## src/rtl/payload_packer_pkg.sv

```systemverilog
// rtl/payload_packer_pkg.sv - shared constants, header types, FSM states and lane-enable helper for payload_packer
//
// Contents:
//   HDR_A_BYTES / HDR_B_BYTES / HDR_C_BYTES / HDR_TOTAL_BYTES : header sizes in bytes
//   header_a_t / header_b_t / header_c_t                      : header vectors, byte 0 in the MS byte
//   packer_state_t                                            : IDLE, HDR1, BODY, TAIL
//   be_from_count(n, width)                                   : first n lanes enabled, lane 0 = bit width-1
package payload_packer_pkg;

    localparam int HDR_A_BYTES     = 4;
    localparam int HDR_B_BYTES     = 6;
    localparam int HDR_C_BYTES     = 4;
    localparam int HDR_TOTAL_BYTES = HDR_A_BYTES + HDR_B_BYTES + HDR_C_BYTES;

    // Widest bus the lane-enable helper can describe; callers size-cast the result down.
    localparam int BE_MAX = 64;

    typedef logic [HDR_A_BYTES*8-1:0] header_a_t;
    typedef logic [HDR_B_BYTES*8-1:0] header_b_t;
    typedef logic [HDR_C_BYTES*8-1:0] header_c_t;

    typedef enum logic [1:0] {
        IDLE,
        HDR1,
        BODY,
        TAIL
    } packer_state_t;

    // Enables are contiguous from lane 0, and lane 0 sits in the MS bit, so the
    // mask is a run of ones left-justified within the low `width` bits.
    function automatic logic [BE_MAX-1:0] be_from_count(input int unsigned n, input int unsigned width);
        logic [BE_MAX-1:0] ones;
        int unsigned       lanes;
        ones  = '1;
        lanes = (n > width) ? width : n;
        if (lanes == 0) begin
            return '0;
        end
        return (ones << (BE_MAX - lanes)) >> (BE_MAX - width);
    endfunction

endpackage

```

## src/rtl/payload_packer_shifter.sv

```systemverilog
// rtl/payload_packer_shifter.sv - joins carried bytes with the head of a new beat and masks to a byte count
//
// Ports:
//   carry    in  RES_BYTES*8   bytes emitted first (header tail or residual), left-justified
//   incoming in  DATA_BYTES*8  new beat; its first DATA_BYTES-RES_BYTES bytes complete the output
//   count    in  CW            number of valid output lanes, from lane 0
//   data     out DATA_BYTES*8  joined beat with lanes at or beyond count forced to zero
//   be       out DATA_BYTES    lane enables for count
//   rest     out RES_BYTES*8   tail of incoming that carries into the next beat
module payload_packer_shifter
    import payload_packer_pkg::*;
#(
    parameter int DATA_BYTES = 8,
    parameter int RES_BYTES  = 6,
    parameter int CW         = 4
) (
    input  logic [RES_BYTES*8-1:0]  carry,
    input  logic [DATA_BYTES*8-1:0] incoming,
    input  logic [CW-1:0]           count,
    output logic [DATA_BYTES*8-1:0] data,
    output logic [DATA_BYTES-1:0]   be,
    output logic [RES_BYTES*8-1:0]  rest
);

    localparam int K = DATA_BYTES - RES_BYTES;

    logic [DATA_BYTES*8-1:0] joined;
    logic [DATA_BYTES*8-1:0] mask;

    always_comb begin
        joined = {carry, incoming[DATA_BYTES*8-1 -: K*8]};
        be     = DATA_BYTES'(be_from_count(32'(count), DATA_BYTES));
        mask   = '0;
        for (int i = 0; i < DATA_BYTES; i++) begin
            mask[i*8 +: 8] = {8{be[i]}};
        end
        data = joined & mask;
        rest = incoming[RES_BYTES*8-1:0];
    end

endmodule

```

## src/rtl/payload_packer.sv

```systemverilog
// rtl/payload_packer.sv - merges headers A/B/C and an aligned payload stream into one packet stream
//
// Optional build macro: PAYLOAD_PACKER_ERR_EN adds a sticky oError output.
//
// Ports:
//   iClk, iReset                    clock, asynchronous active-high reset
//   iHeader_A/B/C, *_valid          headers, sampled only when the payload SOP beat is accepted
//   iPayload, iPayload_valid, iSop, iEop, iByte_enable, oReady
//                                   payload input stream, lane 0 in the MS byte
//   oValid, oPacket, oSop, oEop, oByte_enable, iReady
//                                   registered packet output stream
//   oError (PAYLOAD_PACKER_ERR_EN)  sticky protocol error flag
module payload_packer
    import payload_packer_pkg::*;
#(
    parameter int DATA_BYTES = 8
) (
    input  logic                    iClk,
    input  logic                    iReset,
    input  header_a_t               iHeader_A,
    input  logic                    iHeader_A_valid,
    input  header_b_t               iHeader_B,
    input  logic                    iHeader_B_valid,
    input  header_c_t               iHeader_C,
    input  logic                    iHeader_C_valid,
    input  logic [DATA_BYTES*8-1:0] iPayload,
    input  logic                    iPayload_valid,
    input  logic                    iSop,
    input  logic                    iEop,
    input  logic [DATA_BYTES-1:0]   iByte_enable,
    output logic                    oReady,
    output logic                    oValid,
    output logic [DATA_BYTES*8-1:0] oPacket,
    output logic                    oSop,
    output logic                    oEop,
    output logic [DATA_BYTES-1:0]   oByte_enable,
    input  logic                    iReady
`ifdef PAYLOAD_PACKER_ERR_EN
    ,
    output logic                    oError
`endif
);

    localparam int H  = HDR_TOTAL_BYTES;
    localparam int K  = 2*DATA_BYTES - H;   // payload bytes that fit behind the header in beat 1
    localparam int R  = H - DATA_BYTES;     // bytes carried from one beat into the next
    localparam int CW = $clog2(DATA_BYTES + 1);

    localparam logic [CW-1:0] K_C = CW'(K);
    localparam logic [CW-1:0] R_C = CW'(R);
    localparam logic [CW-1:0] D_C = CW'(DATA_BYTES);

    packer_state_t           state;
    logic [R*8-1:0]          hdr_tail;      // header bytes DATA_BYTES..H-1
    logic [DATA_BYTES*8-1:0] held;          // SOP beat, emitted one beat later behind the header
    logic                    held_eop;
    logic [CW-1:0]           held_n;
    logic [R*8-1:0]          residual;
    logic [CW-1:0]           rcount;

    logic                    adv;
    logic                    accept;
    logic [CW-1:0]           n_in;
    header_a_t               hdr_a;
    header_b_t               hdr_b;
    header_c_t               hdr_c;
    logic [H*8-1:0]          hdr_in;

    logic [R*8-1:0]          sh_carry;
    logic [DATA_BYTES*8-1:0] sh_incoming;
    logic [CW-1:0]           sh_count;
    logic [DATA_BYTES*8-1:0] sh_data;
    logic [DATA_BYTES-1:0]   sh_be;
    logic [R*8-1:0]          sh_rest;
    logic                    sel_eop;
    logic [CW-1:0]           sel_n;
    logic                    short_end;

    assign adv    = !oValid || iReady;
    // Gating with iReset keeps oReady low while reset is held, even though the
    // cleared output register would otherwise look ready.
    assign oReady = !iReset && adv && (state == IDLE || state == BODY);
    assign accept = iPayload_valid && oReady;
    assign n_in   = CW'($countones(iByte_enable));

    always_comb begin
        hdr_a  = iHeader_A_valid ? iHeader_A : '0;
        hdr_b  = iHeader_B_valid ? iHeader_B : '0;
        hdr_c  = iHeader_C_valid ? iHeader_C : '0;
        hdr_in = {hdr_a, hdr_b, hdr_c};
    end

    // One shifter serves HDR1, BODY and TAIL; only its carry/incoming sources differ.
    always_comb begin
        sh_carry    = residual;
        sh_incoming = iPayload;
        sel_eop     = iEop;
        sel_n       = n_in;
        case (state)
            HDR1: begin
                sh_carry    = hdr_tail;
                sh_incoming = held;
                sel_eop     = held_eop;
                sel_n       = held_n;
            end
            TAIL: begin
                sh_incoming = '0;
                sel_eop     = 1'b1;
                sel_n       = rcount;
            end
            default: begin
            end
        endcase
        // short_end: the last payload bytes fit in the current output beat, no TAIL needed.
        short_end = sel_eop && (sel_n <= K_C);
        if (state == TAIL) begin
            sh_count = rcount;
        end else if (short_end) begin
            sh_count = R_C + sel_n;
        end else begin
            sh_count = D_C;
        end
    end

    payload_packer_shifter #(
        .DATA_BYTES (DATA_BYTES),
        .RES_BYTES  (R),
        .CW         (CW)
    ) u_shifter (
        .carry    (sh_carry),
        .incoming (sh_incoming),
        .count    (sh_count),
        .data     (sh_data),
        .be       (sh_be),
        .rest     (sh_rest)
    );

    always_ff @(posedge iClk or posedge iReset) begin
        if (iReset) begin
            state        <= IDLE;
            hdr_tail     <= '0;
            held         <= '0;
            held_eop     <= 1'b0;
            held_n       <= '0;
            residual     <= '0;
            rcount       <= '0;
            oValid       <= 1'b0;
            oPacket      <= '0;
            oSop         <= 1'b0;
            oEop         <= 1'b0;
            oByte_enable <= '0;
        end else if (adv) begin
            // Beat consumed (or register empty): clear unless a new beat is produced below.
            oValid       <= 1'b0;
            oPacket      <= '0;
            oSop         <= 1'b0;
            oEop         <= 1'b0;
            oByte_enable <= '0;
            case (state)
                IDLE: begin
                    // Non-SOP beats are accepted here and silently dropped.
                    if (accept && iSop) begin
                        hdr_tail     <= hdr_in[R*8-1:0];
                        held         <= iPayload;
                        held_eop     <= iEop;
                        held_n       <= n_in;
                        oValid       <= 1'b1;
                        oSop         <= 1'b1;
                        oPacket      <= hdr_in[H*8-1 -: DATA_BYTES*8];
                        oByte_enable <= '1;
                        state        <= HDR1;
                    end
                end
                HDR1: begin
                    oValid       <= 1'b1;
                    oPacket      <= sh_data;
                    oByte_enable <= sh_be;
                    oEop         <= short_end;
                    residual     <= sh_rest;
                    rcount       <= held_n - K_C;
                    state        <= short_end ? IDLE : (held_eop ? TAIL : BODY);
                end
                BODY: begin
                    if (accept) begin
                        oValid       <= 1'b1;
                        oPacket      <= sh_data;
                        oByte_enable <= sh_be;
                        oEop         <= short_end;
                        residual     <= sh_rest;
                        rcount       <= n_in - K_C;
                        state        <= short_end ? IDLE : (iEop ? TAIL : BODY);
                    end
                end
                TAIL: begin
                    oValid       <= 1'b1;
                    oPacket      <= sh_data;
                    oByte_enable <= sh_be;
                    oEop         <= 1'b1;
                    state        <= IDLE;
                end
                default: state <= IDLE;
            endcase
        end
    end

`ifdef PAYLOAD_PACKER_ERR_EN
    logic err_set;

    always_comb begin
        err_set = 1'b0;
        if (accept) begin
            if (iSop && state == BODY) begin
                err_set = 1'b1;
            end
            if (iSop && state == IDLE && !(iHeader_A_valid && iHeader_B_valid && iHeader_C_valid)) begin
                err_set = 1'b1;
            end
            if (iByte_enable != DATA_BYTES'(be_from_count(32'(n_in), DATA_BYTES))) begin
                err_set = 1'b1;
            end
            if (!iEop && iByte_enable != '1) begin
                err_set = 1'b1;
            end
        end
    end

    always_ff @(posedge iClk or posedge iReset) begin
        if (iReset) begin
            oError <= 1'b0;
        end else if (err_set) begin
            oError <= 1'b1;
        end
    end
`endif

endmodule

```

## config.mk

```make
export PLATFORM = sky130hd
export DESIGN_NAME = payload_packer
export DESIGN_NICKNAME = d
export VERILOG_FILES = /design/src/rtl/payload_packer_pkg.sv /design/src/rtl/payload_packer_shifter.sv /design/src/rtl/payload_packer.sv
export SDC_FILE = /design/constraint.sdc
export NUM_CORES = 1
export LEC_CHECK = 0
export CORE_ASPECT_RATIO = 1.2
export CORE_MARGIN = 1
export CORE_UTILIZATION = 51
export CTS_BUF_LIST = sky130_fd_sc_hd__clkbuf_8
export DETAILED_ROUTE_END_ITERATION = 8
export DONT_BUFFER_PORTS = 1
export PLACE_DENSITY = 0.75
export SLEW_MARGIN = 25
export SYNTH_ARGS = -nofsm -noshare
export SYNTH_HDL_FRONTEND = slang
export SYNTH_HIERARCHICAL = 1
export SYNTH_SLANG_ARGS = --single-unit
```

## constraint.sdc

```tcl
create_clock -name iClk -period 10.4 [get_ports iClk]
set_input_delay 2.6 -clock iClk [delete_from_list [all_inputs] [get_ports iClk]]
set_output_delay 2.6 -clock iClk [all_outputs]
set_load 0.02 [all_outputs]
```

### Yosys cells after proc, flatten, opt, wreduce, memory -nomap -nowiden

Cells that the tools add are included.

* bits in registers: 246
* word-level logic and storage cells: 84
* input bits: 193
* output and inout bits: 76

* order comparisons: 2
* shift-type cells: 1
* multiplexer cells: 36
* add/sub/neg operators: 11
* eq/ne operators: 5
* reduce and logical (&&, ||, !) cells: 16
* bitwise logic cells: 1

Operators with widths (count)
* $pmux 64 s3: 1
* $mux 48: 3
* $mux 64: 2
* $pmux 64 s2: 1
* $pmux 48 s2: 1
* $and 64x64->64: 1
* $mux 32: 2
* $shl 64x32->64 const A: 1
* $logic_not 32->1: 1
* $mux 8: 4
* $sub 7x32->32 const A: 1
* $pmux 8 s3: 1
* $mux 4: 4
* $pmux 4 s2: 2
* $reduce_and 3->1: 3
* $add 1x1->2: 4
* $mux 2: 4
* $pmux 2 s4: 1
* $sub 4x2->4 const B: 2
* $mux 1: 7
* $add 2x2->3: 2
* $pmux 1 s3: 2
* $logic_and 1x1->1: 5
* $add 3x3->4: 1
* 13 further kinds: 16

### Depth between registers and ports, before layout

Gate-level depths: netlist of run 1.

* word-level depth: 16
* depth in mapped cells: 21
* mapped depth without buffers: 19

### By module

Netlist of run 1, hierarchy kept.

By module, submodules not included
* payload_packer: area each 11807.6 um2, cells each 1136, instances 1, sequential area each 6155.9 um2
* payload_packer_shifter: area each 1018.5 um2, cells each 148, instances 1, sequential area each 0.0 um2

### Least setup slack after synthesis of run 1

No wires, ideal clock.

* path kind: input to register
* start point: input iByte_enable[0]
* end point: register oPacket[27]
* arrival time: 7559 ps
* required time: 10282 ps
* buffers on the path: 2
* setup time: 118 ps
* slack: 2722 ps
* stages: 20
* cells stage by stage: fa_1 > inv_1 > fa_1 > fa_1 > inv_1 > ha_1 > fa_1 > xor2_1 > a2111oi_0 > o22a_1 > a31oi_1 > clkbuf_1 > or2b_1 > ha_1 > clkbuf_2 > and2_1 > a21oi_1 > and2b_1 > a22o_1 > a21o_1

* longest elaborated chain between the ends: 16
* elaborated cells between the ends (all ways): 19
* classes of those cells: 5 x add/sub; 2 x order compare; 1 x shift; 8 x mux; 1 x bitwise; 2 x reduce/logical

Ends and longest elaborated chain
* start, declared: line payload_packer.sv:30 `input logic [DATA_BYTES-1:0] iByte_enable,`
* $add 1x1->2 (implied by the code) *: line payload_packer.sv:84 `assign n_in = CW'($countones(iByte_enable));`
* $add 2x2->3 (implied by the code) *: line payload_packer.sv:84
* $add 3x3->4 (implied by the code) *: line payload_packer.sv:84
* $pmux 4 s2 *: line payload_packer.sv:99 `case (state)`
* $le 4x2->1: line payload_packer.sv:115 `short_end = sel_eop && (sel_n <= K_C);`
* $logic_and 1x1->1: line payload_packer.sv:115
* $mux 4 *: line payload_packer.sv:118 `end else if (short_end) begin`
* $mux 4 *: line payload_packer.sv:116 `if (state == TAIL) begin`
* via sh_count[3]: line payload_packer.sv:71 `logic [CW-1:0] sh_count;`
* [1 not listed]
* $mux 4 *: line payload_packer_pkg.sv:35 `lanes = (n > width) ? width : n;`
* $sub 7x32->32 / $logic_not 32->1 (equally long branches): line payload_packer_pkg.sv:39, payload_packer_pkg.sv:36
* $shl 64x32->64 / $mux 1 (equally long branches): line payload_packer_pkg.sv:39, payload_packer_pkg.sv:36
* $mux 8 *: line payload_packer_pkg.sv:39 `return (ones << (BE_MAX - lanes)) >> (BE_MAX - width);`
* $and 64x64->64 *: line payload_packer_shifter.sv:37 `data = joined & mask;`
* via sh_data[27]: line payload_packer.sv:72 `logic [DATA_BYTES*8-1:0] sh_data;`
* $mux 64: line payload_packer.sv:184 `if (accept) begin`
* $pmux 64 s3 *: line payload_packer.sv:159 `case (state)`
* end signal, assigned: line payload_packer.sv:169 `oPacket <= hdr_in[H*8-1 -: DATA_BYTES*8];`
* end signal, assigned: line payload_packer.sv:186 `oPacket <= sh_data;`
* end signal, assigned: line payload_packer.sv:196 `oPacket <= sh_data;`
* end, declared: line payload_packer.sv:33 `output logic [DATA_BYTES*8-1:0] oPacket,`

The timed path passes the listed nets; every way through them passes the cells marked *.
A chain may end at the register's enable or synchronous reset.

### Worst setup path in the final report of run 1

Same ends and word-level chain as after synthesis.

==> out/results.ini, run 1 <==
[sta]
finalMaxSlewViolations = 0
setup_tns_ns = 0
clock_skew_ns = 0.02349
rsz0062_at_grt = false
final.min_clock_period_ns = 7.817
worst_pin_slew_ns = 1.033
period_share_pct = 75.16
max_slew_margin_pct = 30.98
setup-violations-final = 0
max_freq_mhz = 127.9
hold_viol_final = 0

[global_routing]
antenna_found_initial = 0
grt_pass1_vias = 9151
grt_first_pass_wirelength_um = 49630
grt_overflow_total = 0
grt_max_degree = 140
grt_util_all_layers_pct = 24.19

[cts]
clk_pin_slew_ns = 0.06
clk_path_buf_depth = 3
cts_buffers = 41
cts-root-buf = clkbuf_8
ctsHoldBuffers = 0
cts_num_sinks = 246
clock_latency_ns = 0.53
post_cts.repair.setup_buffers = 0
cts_resized = 0
htree_num_levels = 2
cts_tree = done

[power_and_ir_drop]
combPwrFrac_pct = 36.3
p_leak_nw = 6.807
pwr-share-seq_pct = 44.2
switchingPower_mw = 1.665
switching_share_pct = 38.67
p_int_mw = 2.641
power_mw = 4.306
pwr-share-clk_pct = 19.6
powerDensity_nw_per_um2 = 322.7
ir_drop_v = 0.0001609

[die]
floorplan.io_pins = 269
start_util_pct = 51.99
die_y_um = 175.7
die_area_sq_um = 25790
die_w_um = 146.8
core_sq_um = 24670
placementRows = 63

[synthesis]
synth-xor-area-share_pct = 0.06829
synth_top_family_by_area = simple AND/OR/NAND/NOR gates
synth_cells = 1284
avgSynthCellArea_sq_um = 9.989
synth_mux_area_share_pct = 10.13
synth_ff_type = dfrtp_1
ys_async_sr_fraction_pct = 100.0
synthAdderAreaFrac_pct = 1.307
synthSimpleGateAreaFrac_pct = 18.18
synth_edf_count = 0
synth-compound-area-share_pct = 15.45
yosysSeqAreaShare_pct = 48.00
synthDistinctLibCells = 54
synthesis.area_sq_um = 12830
synth_nets = 1488
yosys_warnings = 6
ys_ff_latch = 246

[routing]
drc = 0
num_vias = 8963
drt_pre_antenna_iters = 4
drt_iter0_drc = 470
vias_per_cell = 5.816
ant_nets = 0
wl_um = 31170
drt-wirelength-per-cell_um = 20.23

[cells_and_area]
finalCoreUtilization_pct = 54.08
finalInstanceArea_sq_um = 13340
syn2layout_area_growth_pct = 4.038
final.fill_count = 2160
insertedDiodeCount = 0
fin_nets = 1393
drive_gt1_share_pct = 19.74

[placement]
numPortBuffers = 0
gp_congestion = 0.8218
placed_area_sq_um = 12540
hpwl_um = 19380

[critical_path]
critPathKind = input pin to flip-flop
critPathLaunchType = input pin
cp.required_ns = 10.80
cp_max_fo = 16
arrival_ns = 8.22
endpoint_kind = flip-flop

[run]
maxCapViolCount = 0

[hold_path]
min_path_type = flip-flop to flip-flop

[outcome]
status = complete, no violations

[state kept, by name (all words and copies together) (netlist names), 2 cells and up]
signal        cells
held_n            4
oPacket          64
oByte_enable      8
state             2
residual         48
rcount            4
hdr_tail         48
held             64
[critical path, cell delays in order]
cell,delay [ns]
fa_1,0.52
inv_1,0.05
fa_1,0.45
fa_1,0.50
inv_1,0.05
ha_1,0.19
fa_1,0.38
xor2_1,0.21
a2111oi_0,0.64
o22a_1,0.33
a31oi_1,0.10
buf_4,0.20
or2b_1,0.26
ha_1,0.28
and2_1,0.23
a21oi_1,0.61
and2b_1,0.27
a22o_1,0.19
a21o_1,0.15
[cell usage after synthesis, types with 19 or more instances]
master	n	area, sq um
a21o_1	33	247.7
mux2_4	33	495.5
a22oi_1	32	240.2
a31o_2	63	551.8
a22o_1	50	437.9
nand2_1	318	1194
buf_4	52	390.4
a21boi_0	25	187.7
clkbuf_1	53	198.9
and2_1	19	118.9
nand3_1	66	330.3
mux2_2	66	743.2
nor2b_1	81	506.7
buf_2	25	125.1
dfrtp_1	246	6156
[per-layer routing]
layer	global-route usage, %	up-vias	part of all wire [%]
met3	5.766	54	7.2
met5	0	-	0
met2	40.24	305	48
met4	8.247	0	2.3
met1	30.82	4437	42
li1	-	4167	-
[final timing paths]
| kind | startpoint | to | slack [ns] | depth (start not counted) |
|---|---|---|---|---|
| min in group asynchronous | iReset | oPacket[15]$_DFFE_PP0N_ | 2.04 | 1 |
| min reg2reg | hdr_tail[19]$_DFFE_PP0P_ | hdr_tail[19]$_DFFE_PP0P_ | 0.46 | 2 |
| min | hdr_tail[19]$_DFFE_PP0P_ | hdr_tail[19]$_DFFE_PP0P_ | 0.46 | 2 |
| max reg2reg | state[0]$_DFFE_PP0P_ | oPacket[27]$_DFFE_PP0N_ | 5.46 | 13 |
| max | iByte_enable[0] | oPacket[27]$_DFFE_PP0N_ | 2.58 | 19 |
| max in group asynchronous | iReset | oByte_enable[3]$_DFFE_PP0N_ | 7.15 | 2 |
[kinds of logic (layout without fill, tap and decap cells)]
kind of cell,after synthesis,after routing
compound gates,242,242
xor+xnor,1,1
fa+ha+maj,11,11
buf+inv,164,96
flops,246,246
mux,105,105
simple gates,515,515
[through the flow]
| step | std cells | hold WS (ns) | worst slack, ns |
|---|---|---|---|
| after floorplan | 1284 | 0.4331 | 1.042 |
| after global placement | 1471 | 0.4439 | 2.333 |
| after detailed placement | 1471 | 0.4535 | 2.091 |
| after CTS | 1541 | 0.4675 | 2.636 |
| after global routing | 1541 | 0.4873 | 2.261 |
| final | 1541 | 0.4646 | 2.583 |
[power groups by stage]
stage | sequential [mW] | clock [mW] | combinational (mW)
final | 1.90 | 0.842 | 1.56
after global placement | 1.90 | 0 | 1.52
after CTS | 1.90 | 0.863 | 1.57
after floorplan | 1.78 | 0 | 1.42
after detailed placement | 1.91 | 0 | 1.56
after global routing | 1.96 | 0.903 | 1.73
[final cells by class]
cell class              instances  area, sq um  share of cell area, %
clock inverters                20        108.9                 0.8158
multi-input cells             874         5829                  43.69
flip-flops and latches        246         6160                  46.16
inverters                      15        68.82                 0.5157
well taps                     325        406.6                  3.047
clock buffers                  50        688.2                  5.157
repair buffers                 11        82.58                 0.6188
[placed cells by master, fill, tap and decap left out, drive strengths merged, types with 4 or more instances in the layout]
cell type / instances
nor2: 9
clkinv: 4
mux2i: 6
and2: 19
a31o: 63
buf: 11
nor3: 5
o21ai: 5
mux2: 99
a21o: 33
nor2b: 81
fa: 4
clkbuf: 50
a21boi: 33
nand2b: 5
a22o: 50
a221o: 9
inv: 29
dfrtp: 246
ha: 7
nand3: 66
a22oi: 32
nand2: 318
Note: power is estimated with default switching activity, not from simulation.
==> run 2, diff against run 1 <==
PLACE_DENSITY = 0.78   (was 0.75)
clock period = 7 ns   (was 10.4 ns; I/O delays follow)
==> out/results.ini, run 2 (synthesis results as in run 1) <==
[critical_path]
startpoint = iByte_enable[0]
arrival_ns = 6.84  ; -1.38 ns
critPathLaunchType = input pin
critPathKind = input pin to flip-flop
endpoint_kind = flip-flop
cp_max_fo = 9  ; -7
timing.rr.start = state[0]$_DFFE_PP0P_
cp.required_ns = 7.41  ; -3.39 ns

[cells_and_area]
final_common_cell = nand2_1
final_cell_mix = nand2_1 (318), dfrtp_1 (245), nor2b_1 (79), nand3_1 (66), mux2_2 (66)
drive_gt1_share_pct = 20.72  ; +0.98 points
finalCoreUtilization_pct = 54.87  ; +0.79 points
syn2layout_area_growth_pct = 5.551
layout.cells.non_filler = 1551  ; +0.65%
fin_nets = 1401  ; +0.57%
reg_top3 = held x64, oPacket x64
insertedDiodeCount = 0  ; unchanged

[placement]
gp_congestion = 0.8637  ; +5.1%
hpwl_um = 19980  ; +3.1%
place_inst = 1478  ; +0.48%
numPortBuffers = 0  ; unchanged
pre_cts_slack_ns = 0.1262  ; -1.964 ns

[sta]
final.min_clock_period_ns = 6.426
finalMaxSlewViolations = 0  ; unchanged
max_slew_margin_pct = 31.77  ; +0.79 points
max_freq_mhz = 155.6
finalWorstSetupSlack_ns = 0.5742  ; -2.009 ns
clock_skew_ns = 0.01070  ; -0.01280 ns
rsz0062_at_grt = false
hold_viol_final = 0  ; unchanged
period_share_pct = 91.80
setup_tns_ns = 0  ; unchanged
setup-violations-final = 0  ; unchanged
worst_pin_slew_ns = 1.024  ; -0.009539 ns

[global_routing]
grt_overflow_total = 0  ; unchanged
grt_util_all_layers_pct = 24.44  ; +0.25 points
grt_first_pass_wirelength_um = 50070  ; +0.89%
grt_pass1_vias = 9427  ; +3.0%
grt_max_degree = 86  ; -39%
antenna_found_initial = 0  ; unchanged

[die]
die_area_sq_um = 25790  ; unchanged
die_y_um = 175.7  ; unchanged
start_util_pct = 51.99  ; unchanged
floorplan.io_pins = 269  ; unchanged
core_sq_um = 24670  ; unchanged
placementRows = 63  ; unchanged
die_w_um = 146.8  ; unchanged

[power_and_ir_drop]
powerDensity_nw_per_um2 = 489.5  ; +52%
ir_drop_v = 0.0002450  ; +52%
p_leak_nw = 6.891  ; +1.2%

[run]
maxCapViolCount = 0  ; unchanged

[routing]
vias_per_cell = 5.897  ; +1.4%
drt-wirelength-per-cell_um = 20.36  ; +0.64%
drt_iter0_drc = 475  ; +1.1%
ant_nets = 0  ; unchanged
drt_pre_antenna_iters = 4  ; unchanged
wl_um = 31570  ; +1.3%
num_vias = 9147  ; +2.1%
drc = 0  ; unchanged

[cts]
ctsHoldBuffers = 0  ; unchanged
cts_buffers = 41  ; unchanged
clk_pin_slew_ns = 0.06  ; about the same
htree_num_levels = 2  ; unchanged
post_cts.repair.setup_buffers = 0  ; unchanged
clk_path_buf_depth = 3  ; unchanged
clock_latency_ns = 0.53  ; about the same
cts-root-buf = clkbuf_8
cts_num_sinks = 246  ; unchanged
cts_tree = done
cts_resized = 0  ; unchanged

[outcome]
status = complete, no violations

[hold_path]
hp-start = hdr_tail[25]$_DFFE_PP0P_
min_path_type = flip-flop to flip-flop

run 2: cell count changes in the layout (fill, tap and decap cells not counted), sizes merged:
cell and change:
bufinv +4, buf +8, inv -4, clkbuf +1, clkinvlp +1
run 2: worst max-delay path, cell delays in order:
cell and delay [ns]:
fa_1 0.52, inv_1 0.05, fa_1 0.47, fa_1 0.53
inv_1 0.05, ha_1 0.20, fa_1 0.38, xor2_1 0.21
a2111oi_0 0.47, o22a_1 0.33, a31oi_1 0.19, or2b_1 0.28
ha_1 0.28, and2_1 0.23, nand2b_1 0.35, a21boi_1 0.13
a22o_1 0.23, a21o_1 0.16
run 2: layout make-up:
class | instances | area (sq um)
inverter | 15 | 60.06
tap | 325 | 406.6
fill | 2120 | 11130
multi-input combinational | 874 | 5828
clock buffer | 51 | 701.9
clock inverter | 21 | 219.0
sequential | 246 | 6160
timing repair buffer | 19 | 162.7
run 2: path summary, 6_finish.rpt:
path                                                  to  slack (ns)  cells past startpoint
max in group asynchronous           state[0]$_DFFE_PP0P_        4.48                      2
worst max register to register   oPacket[26]$_DFFE_PP0N_        3.23                      6
worst min-delay path            hdr_tail[25]$_DFFE_PP0P_        0.46                      2
worst max-delay path              oPacket[8]$_DFFE_PP0N_        0.57                     18
worst min register to register  hdr_tail[25]$_DFFE_PP0P_        0.46                      2
min in group asynchronous           held[59]$_DFFE_PP0P_        1.21                      1
run 2: power by group:
part,switching [mW],total [mW],internal (mW)
logic,1.19,2.37,1.18
registers,0.743,2.84,2.09
clock network,0.581,1.42,0.841
run 2: metrics by stage:
stage                     hold WS [ns]  cell area [sq um]  total power, mW
after global placement          0.4436              12590            5.093
after CTS                       0.4654              13510            6.660
final                           0.4595              13540            6.626
after global routing            0.4899              13540            7.044
after detailed placement        0.4516              12590            5.207
after floorplan                 0.4331              12830            4.757
run 2: metal layers:
layer | GRT usage, % | share of wire, % | up-vias
met5 | 0 | 0 | -
met4 | 10.98 | 3.1 | 0
met3 | 6.623 | 7.7 | 61
met2 | 40.70 | 49 | 360
met1 | 29.56 | 40 | 4538
li1 | - | - | 4188
